## src/rtl/des_pkg.sv

```systemverilog
// DES key-schedule tables and bit-permutation helpers shared by the subkey
// generator and the round datapath.
package des_pkg;

  typedef enum logic {IDLE = 1'b0, STREAM = 1'b1} state_t;

  // PC-1 in DES bit numbering (1 = key MSB); first 28 entries form C, last 28 form D
  localparam int PC1_TBL [56] = '{
    57, 49, 41, 33, 25, 17,  9,
     1, 58, 50, 42, 34, 26, 18,
    10,  2, 59, 51, 43, 35, 27,
    19, 11,  3, 60, 52, 44, 36,
    63, 55, 47, 39, 31, 23, 15,
     7, 62, 54, 46, 38, 30, 22,
    14,  6, 61, 53, 45, 37, 29,
    21, 13,  5, 28, 20, 12,  4
  };

  // PC-2 in DES bit numbering over the 56-bit {C,D}
  localparam int PC2_TBL [48] = '{
    14, 17, 11, 24,  1,  5,
     3, 28, 15,  6, 21, 10,
    23, 19, 12,  4, 26,  8,
    16,  7, 27, 20, 13,  2,
    41, 52, 31, 37, 47, 55,
    30, 40, 51, 45, 33, 48,
    44, 49, 39, 56, 34, 53,
    46, 42, 50, 36, 29, 32
  };

  localparam logic [1:0] SHIFT [16] = '{
    2'd1, 2'd1, 2'd2, 2'd2, 2'd2, 2'd2, 2'd2, 2'd2,
    2'd1, 2'd2, 2'd2, 2'd2, 2'd2, 2'd2, 2'd2, 2'd1
  };

  function automatic logic [55:0] pc1(input logic [63:0] k);
    logic [55:0] r;
    logic [5:0]  src;
    logic [5:0]  dst;
    r = '0;
    for (int i = 0; i < 56; i++) begin
      src = 6'(64 - PC1_TBL[i]);
      dst = 6'(55 - i);
      r[dst] = k[src];
    end
    return r;
  endfunction

  function automatic logic [47:0] pc2(input logic [55:0] cd);
    logic [47:0] r;
    logic [5:0]  src;
    logic [5:0]  dst;
    r = '0;
    for (int i = 0; i < 48; i++) begin
      src = 6'(56 - PC2_TBL[i]);
      dst = 6'(47 - i);
      r[dst] = cd[src];
    end
    return r;
  endfunction

  function automatic logic [27:0] rotl28(input logic [27:0] x, input logic [1:0] n);
    return (n == 2'd2) ? {x[25:0], x[27:26]} : {x[26:0], x[27]};
  endfunction

  function automatic logic [27:0] rotr28(input logic [27:0] x, input logic [1:0] n);
    return (n == 2'd2) ? {x[1:0], x[27:2]} : {x[0], x[27:1]};
  endfunction

endpackage

```

## src/rtl/des_subkey_gen.sv

```systemverilog
// Streams DES round subkeys K1..K16 (encrypt) or K16..K1 (decrypt) one per
// valid/ready handshake, rotating C/D in place instead of storing all subkeys.
module des_subkey_gen
  import des_pkg::*;
(
  input  logic        clk,
  input  logic        rst,
  input  logic        start,
  input  logic        decrypt,
  input  logic [63:0] key,
  output logic [47:0] subkey,
  output logic        subkey_valid,
  input  logic        subkey_ready,
  output logic [3:0]  key_num,
  output logic        busy,
  output logic        done
);

  state_t      state;
  state_t      next_state;
  logic [27:0] c;
  logic [27:0] d;
  logic        mode;
  logic [55:0] cd_init;
  logic        handshake;
  logic        last;
  logic [3:0]  next_num;

  assign cd_init   = pc1(key);
  assign handshake = (state == STREAM) && subkey_ready;
  assign last      = mode ? (key_num == 4'd0) : (key_num == 4'd15);
  assign next_num  = key_num + 4'd1;

  always_ff @(posedge clk) begin
    if (rst) state <= IDLE;
    else     state <= next_state;
  end

  always_comb begin
    next_state = state;
    case (state)
      IDLE:    if (start) next_state = STREAM;
      STREAM:  if (handshake && last) next_state = IDLE;
      default: next_state = IDLE;
    endcase
  end

  always_comb begin
    busy         = (state == STREAM);
    subkey_valid = (state == STREAM);
  end

  // Encrypt walks forward rotating left by the upcoming shift; decrypt undoes
  // the current shift, which lands on C0/D0 for K16 without pre-rotation.
  always_ff @(posedge clk) begin
    if (rst) begin
      c       <= '0;
      d       <= '0;
      key_num <= '0;
      mode    <= 1'b0;
      done    <= 1'b0;
    end else begin
      done <= 1'b0;
      if (state == IDLE) begin
        if (start) begin
          mode <= decrypt;
          if (decrypt) begin
            c       <= cd_init[55:28];
            d       <= cd_init[27:0];
            key_num <= 4'd15;
          end else begin
            c       <= rotl28(cd_init[55:28], SHIFT[0]);
            d       <= rotl28(cd_init[27:0], SHIFT[0]);
            key_num <= 4'd0;
          end
        end
      end else if (handshake) begin
        if (last) begin
          done <= 1'b1;
        end else if (!mode) begin
          c       <= rotl28(c, SHIFT[next_num]);
          d       <= rotl28(d, SHIFT[next_num]);
          key_num <= next_num;
        end else begin
          c       <= rotr28(c, SHIFT[key_num]);
          d       <= rotr28(d, SHIFT[key_num]);
          key_num <= key_num - 4'd1;
        end
      end
    end
  end

  assign subkey = pc2({c, d});

endmodule
```

## config.mk

```make
export PLATFORM = sky130hd
export DESIGN_NAME = des_subkey_gen
export DESIGN_NICKNAME = d
export VERILOG_FILES = /design/src/rtl/des_pkg.sv /design/src/rtl/des_subkey_gen.sv
export SDC_FILE = /design/constraint.sdc
export NUM_CORES = 1
export LEC_CHECK = 0
export ABC_CLOCK_PERIOD_IN_PS = 2600
export CAP_MARGIN = 20
export CELL_PAD_IN_SITES_DETAIL_PLACEMENT = 1
export CELL_PAD_IN_SITES_GLOBAL_PLACEMENT = 1
export CORE_MARGIN = 2
export CORE_UTILIZATION = 38
export CTS_CLUSTER_SIZE = 16
export DETAILED_ROUTE_END_ITERATION = 8
export GPL_ROUTABILITY_DRIVEN = 1
export PLACE_DENSITY = 0.89
export SLEW_MARGIN = 25
export SYNTH_ARGS = -nofsm -noshare
export SYNTH_HDL_FRONTEND = slang
export SYNTH_SLANG_ARGS = --single-unit
```

## constraint.sdc

```tcl
create_clock -name clk -period 2.6 [get_ports clk]
set_clock_uncertainty 0.1 [all_clocks]
set_input_delay 0.52 -clock clk [delete_from_list [all_inputs] [get_ports clk]]
set_output_delay 0.52 -clock clk [all_outputs]
set_load 0.1 [all_outputs]
```

==> results of run 1 <==
-- registers in the layout (all words and copies together), names as in the netlist --
name     cells
c           28
busy         1
key_num      4
mode         1
done         1
d           28
-- power groups by stage --
stage               combinational (mW)  clock (mW)  sequential, mW
CTS                               2.11        1.43            1.27
finish                            2.14        1.44            1.28
global placement                  2.05           0            1.29
global route                      2.25        1.47            1.29
detailed placement                2.10           0            1.29
floorplan                         1.62           0            1.26
-- worst max-delay path, cell delays in order (launching register included) --
cell and delay, ps:
dfxtp_4 340, inv_1 80, ha_1 240, or3b_4 430, a31o_2 290, buf_12 200, mux2i_1 140, a211oi_1 410
a31o_1 200
-- through the flow --
step / power [mW] / setup slack, ps / setup TNS [ps] / std cells / hold slack (ps)
after global placement: 3.34 / -27.5 / -27.5 / 988 / 419
after floorplan: 2.87 / 11.7 / 0 / 768 / 373
final: 4.86 / 97.5 / 0 / 1006 / 437
after detailed placement: 3.39 / -141 / -1200 / 988 / 425
after CTS: 4.81 / 43.8 / 0 / 1004 / 434
after global routing: 5.01 / 52.6 / 0 / 1006 / 471
-- layout by cell type (no fill, tap or decap), types with 4 or more instances in the layout --
master / count
a21oi_1: 46
clkdlybuf4s50_1: 58
a2111oi_0: 5
o22ai_1: 16
nor2_1: 100
a221oi_1: 23
clkbuf_16: 9
a211oi_1: 38
a21o_1: 22
buf_4: 90
ha_1: 6
or3_1: 7
o21ai_0: 38
clkbuf_8: 4
a31o_1: 5
o21a_1: 9
dfxtp_1: 58
mux2i_1: 90
a31oi_1: 12
buf_12: 6
nor3_1: 4
nor4_1: 10
and3_1: 18
o211ai_1: 8
a211o_1: 26
mux2_2: 16
nand2_1: 42
-- worst max path at each step --
stage                             from                 endpoint  slack [ps]  depth (start not counted)
2_1_floorplan  key_num[0]$_SDFFE_PP0P_       d[13]$_SDFFE_PP0P_          10                          9
3_3_place_gp              subkey_ready  key_num[2]$_SDFFE_PP0P_         -30                          6
5_1_grt        key_num[0]$_SDFFE_PP0P_       d[19]$_SDFFE_PP0P_          50                          8
4_1_cts        key_num[0]$_SDFFE_PP0P_  key_num[2]$_SDFFE_PP0P_          40                          7
6_report       key_num[0]$_SDFFE_PP0P_       d[24]$_SDFFE_PP0P_         100                          8
3_5_place_dp              subkey_ready  key_num[2]$_SDFFE_PP0P_        -140                          6
-- cells by family (layout without fill, tap and decap cells) --
kind of cell             after synthesis  in the layout  share of synthesized area, %
AO/OA/AOI/OAI                        263            263                          31.4
XOR/XNOR                               2              2                         0.295
adder cells (fa/ha/maj)                6              6                          1.27
buffers and inverters                126            176                          12.0
flip-flops                            63             63                          21.3
multiplexers                         106            106                          18.2
AND/OR/NAND/NOR                      202            202                          15.5
-- layer usage --
layer  track usage (%)  vias up  part of all wire [%]
met3              3.53       51                   6.0
met1              33.0     3215                    42
li1                  -     2921                     -
met2              45.6      271                    49
met4              12.1        0                   3.2
met5                 0        -                     0
-- area by class of cell --
| class | instances | area (µm²) |
|---|---|---|
| inverters | 4 | 15.0 |
| flip-flops and latches | 63 | 1270 |
| multi-input cells | 579 | 3980 |
| clock inverters | 2 | 60.1 |
| well taps | 188 | 235 |
| repair buffers | 156 | 1390 |
| fillers | 1793 | 7970 |
| clock buffers | 14 | 284 |
-- repair_timing --
item / in CTS / in global routing
endpoints found under the hold margin: 0 / 0
setup buffers: 0 / 2
setup endpoints to repair: 0 / 28
resized for setup: 0 / 3
==> metrics.yaml, run 1 <==
clock_tree:
  cts_buffers: 9
  cts.sinks: 63
  clkSlewWorstSetupHoldPaths_ps: 60
  holdBufCountCts: 0
  h-tree-depth: 3
  clock_latency_ps: 350
  cts_tree: "yes"
  cts_buffer_depth: 2
  root_buffer: "clkbuf_16"
pwr:
  p_sw_share_pct: 43.9
  p_clk_share_pct: 29.6
  seq_power_share_pct: 26.3
  ir_worst_vdd_v: 0.000342
  internal_power_mw: 2.72
  combPwrFrac_pct: 44.1
  p_per_area_nw_per_um2: 671
  leakage_nw: 3.10
  switching_power_mw: 2.13
placed_design:
  port-buffer-count: 115
  dp_hpwl_um: 15000
  placed_cell_area_um2: 6870
  gp_congestion: 0.843
global_routing:
  grt_max_degree: 85
  grt_pass1_wl_um: 34900
  antenna_found_initial: 0
  grt_overflow: 0
  grt_pass1_vias: 6558
  grt_use_total_pct: 26.5
yosys:
  yosysMostFrequentCell: "nor2_1"
  postSynthAreaPerCell_um2: 7.72
  ys_top_cells_by_area: "dfxtp_1 (21%), mux2i_1 (15%), buf_4 (6.6%)"
  synth_commonest_cells: "nor2_1 (101), mux2i_1 (90), dfxtp_1 (63)"
  synth_seq_cells: 63
  synthCells: 768
  synthFlopType: "dfxtp_1"
  syn-cell-area_um2: 5930
  synth_async_sr_flop_share_pct: 0
  synth_top_area_share_pct: 21.3
  yosysSeqAreaShare_pct: 21.3
  yosysTopAreaCell: "dfxtp_1"
  synth_fp_nets: 843
  synth_edf_count: 0
  ys_types: 52
  yosysWarnings: 0
timing:
  setup_viol: 0
  worst_pin_slew_ps: 593
  finalHoldViolCount: 0
  post-route-period-util_pct: 96.2
  rsz0062_at_grt: "no"
  slew_headroom_pct: 60.4
  maxSlewViolCount: 0
  max_freq_mhz: 400
  finalCriticalPeriod_ps: 2500
route:
  ant_nets: 0
  drc: 0
  routed_wirelength_um: 22400
  via_per_inst: 6.42
  wire_per_inst_um: 22.3
  drtIter0Drc: 545
  vias: 6458
  dr.pass1.iters: 5
floorplanning:
  die-area_um2: 16600
  die_x_um: 129
  die_y_um: 129
  pin_count: 124
  rows: 45
  start_util_pct: 39.0
  coreArea_um2: 15200
worst_setup_path:
  cp.required_ps: 2790
  ff2ff_setup_slack_ps: 100
  r2r-start: "key_num[0]$_SDFFE_PP0P_"
  worstPathArrival_ps: 2690
  cp_max_fo: 36
  reg2reg_depth: 8
  end_kind: "flip-flop"
  start_kind: "flip-flop"
  rr_endpoint: "d[24]$_SDFFE_PP0P_"
  crit_type: "reg2reg"
worst_hold_path:
  holdCritStartpoint: "d[21]$_SDFFE_PP0P_"
  min_to: "d[23]$_SDFFE_PP0P_"
  hold_depth: 2
  hp-class: "reg2reg"
cells_and_area:
  fin_util_pct: 47.6
  drive_above_1_share_pct: 17.6
  nets: 888
  fin_area_um2: 7240
  area_growth_pct: 22.0
  diodes: 0
status:
  outcome: "finished, final reports clean"
job:
  max_cap_viol_count: 0
Note: power is estimated with default switching activity, not from simulation.
==> inputs of run 2 (changes only) <==
Settings changed: SETUP_SLACK_MARGIN set to 0.15, SLEW_MARGIN 25 to 20.
==> metrics.yaml, run 2 (synthesis results as in run 1) <==
timing:
  finalHoldViolCount: 0
  worst_pin_slew_ps: 594
  setup_viol: 0
  finalCriticalPeriod_ps: 2470
  max_freq_mhz: 404
  post-route-period-util_pct: 95.1
  maxSlewViolCount: 0
  slew_headroom_pct: 60.3
  rsz0062_at_grt: "no"
pwr:
  power.total_mw: 4.68
  seq_power_share_pct: 27.5
  leakage_nw: 3.11
  p_sw_share_pct: 45.5
  p_per_area_nw_per_um2: 641
  switching_power_mw: 2.13
  internal_power_mw: 2.55
  combPwrFrac_pct: 47.3
  ir_worst_vdd_v: 0.000423
  p_clk_share_pct: 25.3
global_routing:
  grt_pass1_wl_um: 35200
  grt_pass1_vias: 6565
  grt_max_degree: 59
  grt_use_total_pct: 26.5
  grt_overflow: 0
  antenna_found_initial: 0
worst_setup_path:
  cp.required_ps: 2730
  cp_max_fo: 15
  worstPathArrival_ps: 2600
  crit_type: "reg2reg"
  start_kind: "flip-flop"
  end_kind: "flip-flop"
cells_and_area:
  largest_registers: "c (28), d (28), key_num (4)"
  instances_no_fill: 1008
  nets: 890
  multi_input_area_um2: 4020
  fin_area_um2: 7290
  drive_above_1_share_pct: 18.7
  num-fill-cells: 1847
  diodes: 0
  final_cell_mix: "nor2_1 (100), mux2i_1 (90), buf_4 (88)"
  final_common_cell: "nor2_1"
  final-seq-area_um2: 1280
  area_growth_pct: 23.0
  fin_util_pct: 48.0
route:
  drc: 0
  ant_nets: 0
  dr.pass1.iters: 6
  via_per_inst: 6.56
  vias: 6612
  routed_wirelength_um: 23000
  drtIter0Drc: 632
  wire_per_inst_um: 22.8
floorplanning:
  rows: 45
  start_util_pct: 39.0
  pin_count: 124
  die-area_um2: 16600
  coreArea_um2: 15200
  die_x_um: 129
  die_y_um: 129
clock_tree:
  cts_tree: "yes"
  h-tree-depth: 3
  root_buffer: "clkbuf_16"
  cts.sinks: 63
  cts_buffer_depth: 2
  cts_buffers: 9
  clock_latency_ps: 330
  clkSlewWorstSetupHoldPaths_ps: 50
  holdBufCountCts: 0
job:
  max_cap_viol_count: 0
placed_design:
  dp_hpwl_um: 15100
  place_inst: 985
  placed_cell_area_um2: 6900
  gp_congestion: 0.856
  port-buffer-count: 115
status:
  outcome: "finished, final reports clean"
worst_hold_path:
  hp-class: "reg2reg"
## run 2: cell count changes in the layout (fill, tap and decap cells not counted), moves of 2 or more
cell,previous run,this run
a211oi_1,38,35
a211oi_2,0,3
buf_12,6,9
buf_4,90,88
bufinv_16,2,0
clkbuf_1,1,4
dfxtp_2,3,1
dfxtp_4,2,4
inv_1,3,1
o31ai_1,2,0
o31ai_2,1,3
## run 2: final timing paths
check | start | end | slack (ps) | cells after the start
worst max register to register | key_num[1]$_SDFFE_PP0P_ | d[23]$_SDFFE_PP0P_ | 130 | 8
worst min-delay path | c[19]$_SDFFE_PP0P_ | c[21]$_SDFFE_PP0P_ | 450 | 2
worst max-delay path | key_num[1]$_SDFFE_PP0P_ | d[23]$_SDFFE_PP0P_ | 130 | 8
worst min register to register | c[19]$_SDFFE_PP0P_ | c[21]$_SDFFE_PP0P_ | 450 | 2
## run 2: per-stage QoR
step	TNS (ps)	hold slack (ps)	worst slack [ps]
2_1_floorplan	0	373	169
3_3_place_gp	0	416	0.622
3_5_place_dp	-360	436	-45.1
4_1_cts	0	441	152
5_1_grt	0	466	92.0
6_report	0	452	128
## run 2: area by class of cell
| class | count | area share (%) |
|---|---|---|
| Tap cell | 188 | 3.22 |
| Multi-Input combinational cell | 579 | 55.1 |
| Sequential cell | 63 | 17.5 |
| Timing Repair Buffer | 158 | 20.1 |
| Clock buffer | 16 | 3.86 |
| Inverter | 4 | 0.240 |
## run 2: layer usage
| metal | track usage, % | wire length, µm |
|---|---|---|
| met1 | 32.7 | 9350 |
| met2 | 46.0 | 11300 |
| met3 | 3.45 | 1380 |
| met4 | 11.8 | 986 |
| met5 | 0 | 0 |
## run 2: power groups by stage
stage	registers [mW]	clock network [mW]	logic, mW
floorplan	1.26	0	1.62
global placement	1.29	0	2.07
detailed placement	1.29	0	2.12
CTS	1.27	1.18	2.15
global route	1.30	1.22	2.32
finish	1.28	1.18	2.21
## run 2: critical path, cell delays in order (launching register included)
cell	delay, ps
dfxtp_4	400
inv_2	60
ha_1	200
or3b_4	410
a311oi_4	350
buf_6	260
a21o_1	200
a211oi_1	60
a221oi_1	310
## run 2: timing repair
action | in CTS | in global routing
pin swaps | 2 | 4
gates resized for setup | 2 | 8
endpoints found under the setup margin | 10 | 46
gates cloned | 0 | 1
buffers inserted | 2 | 4
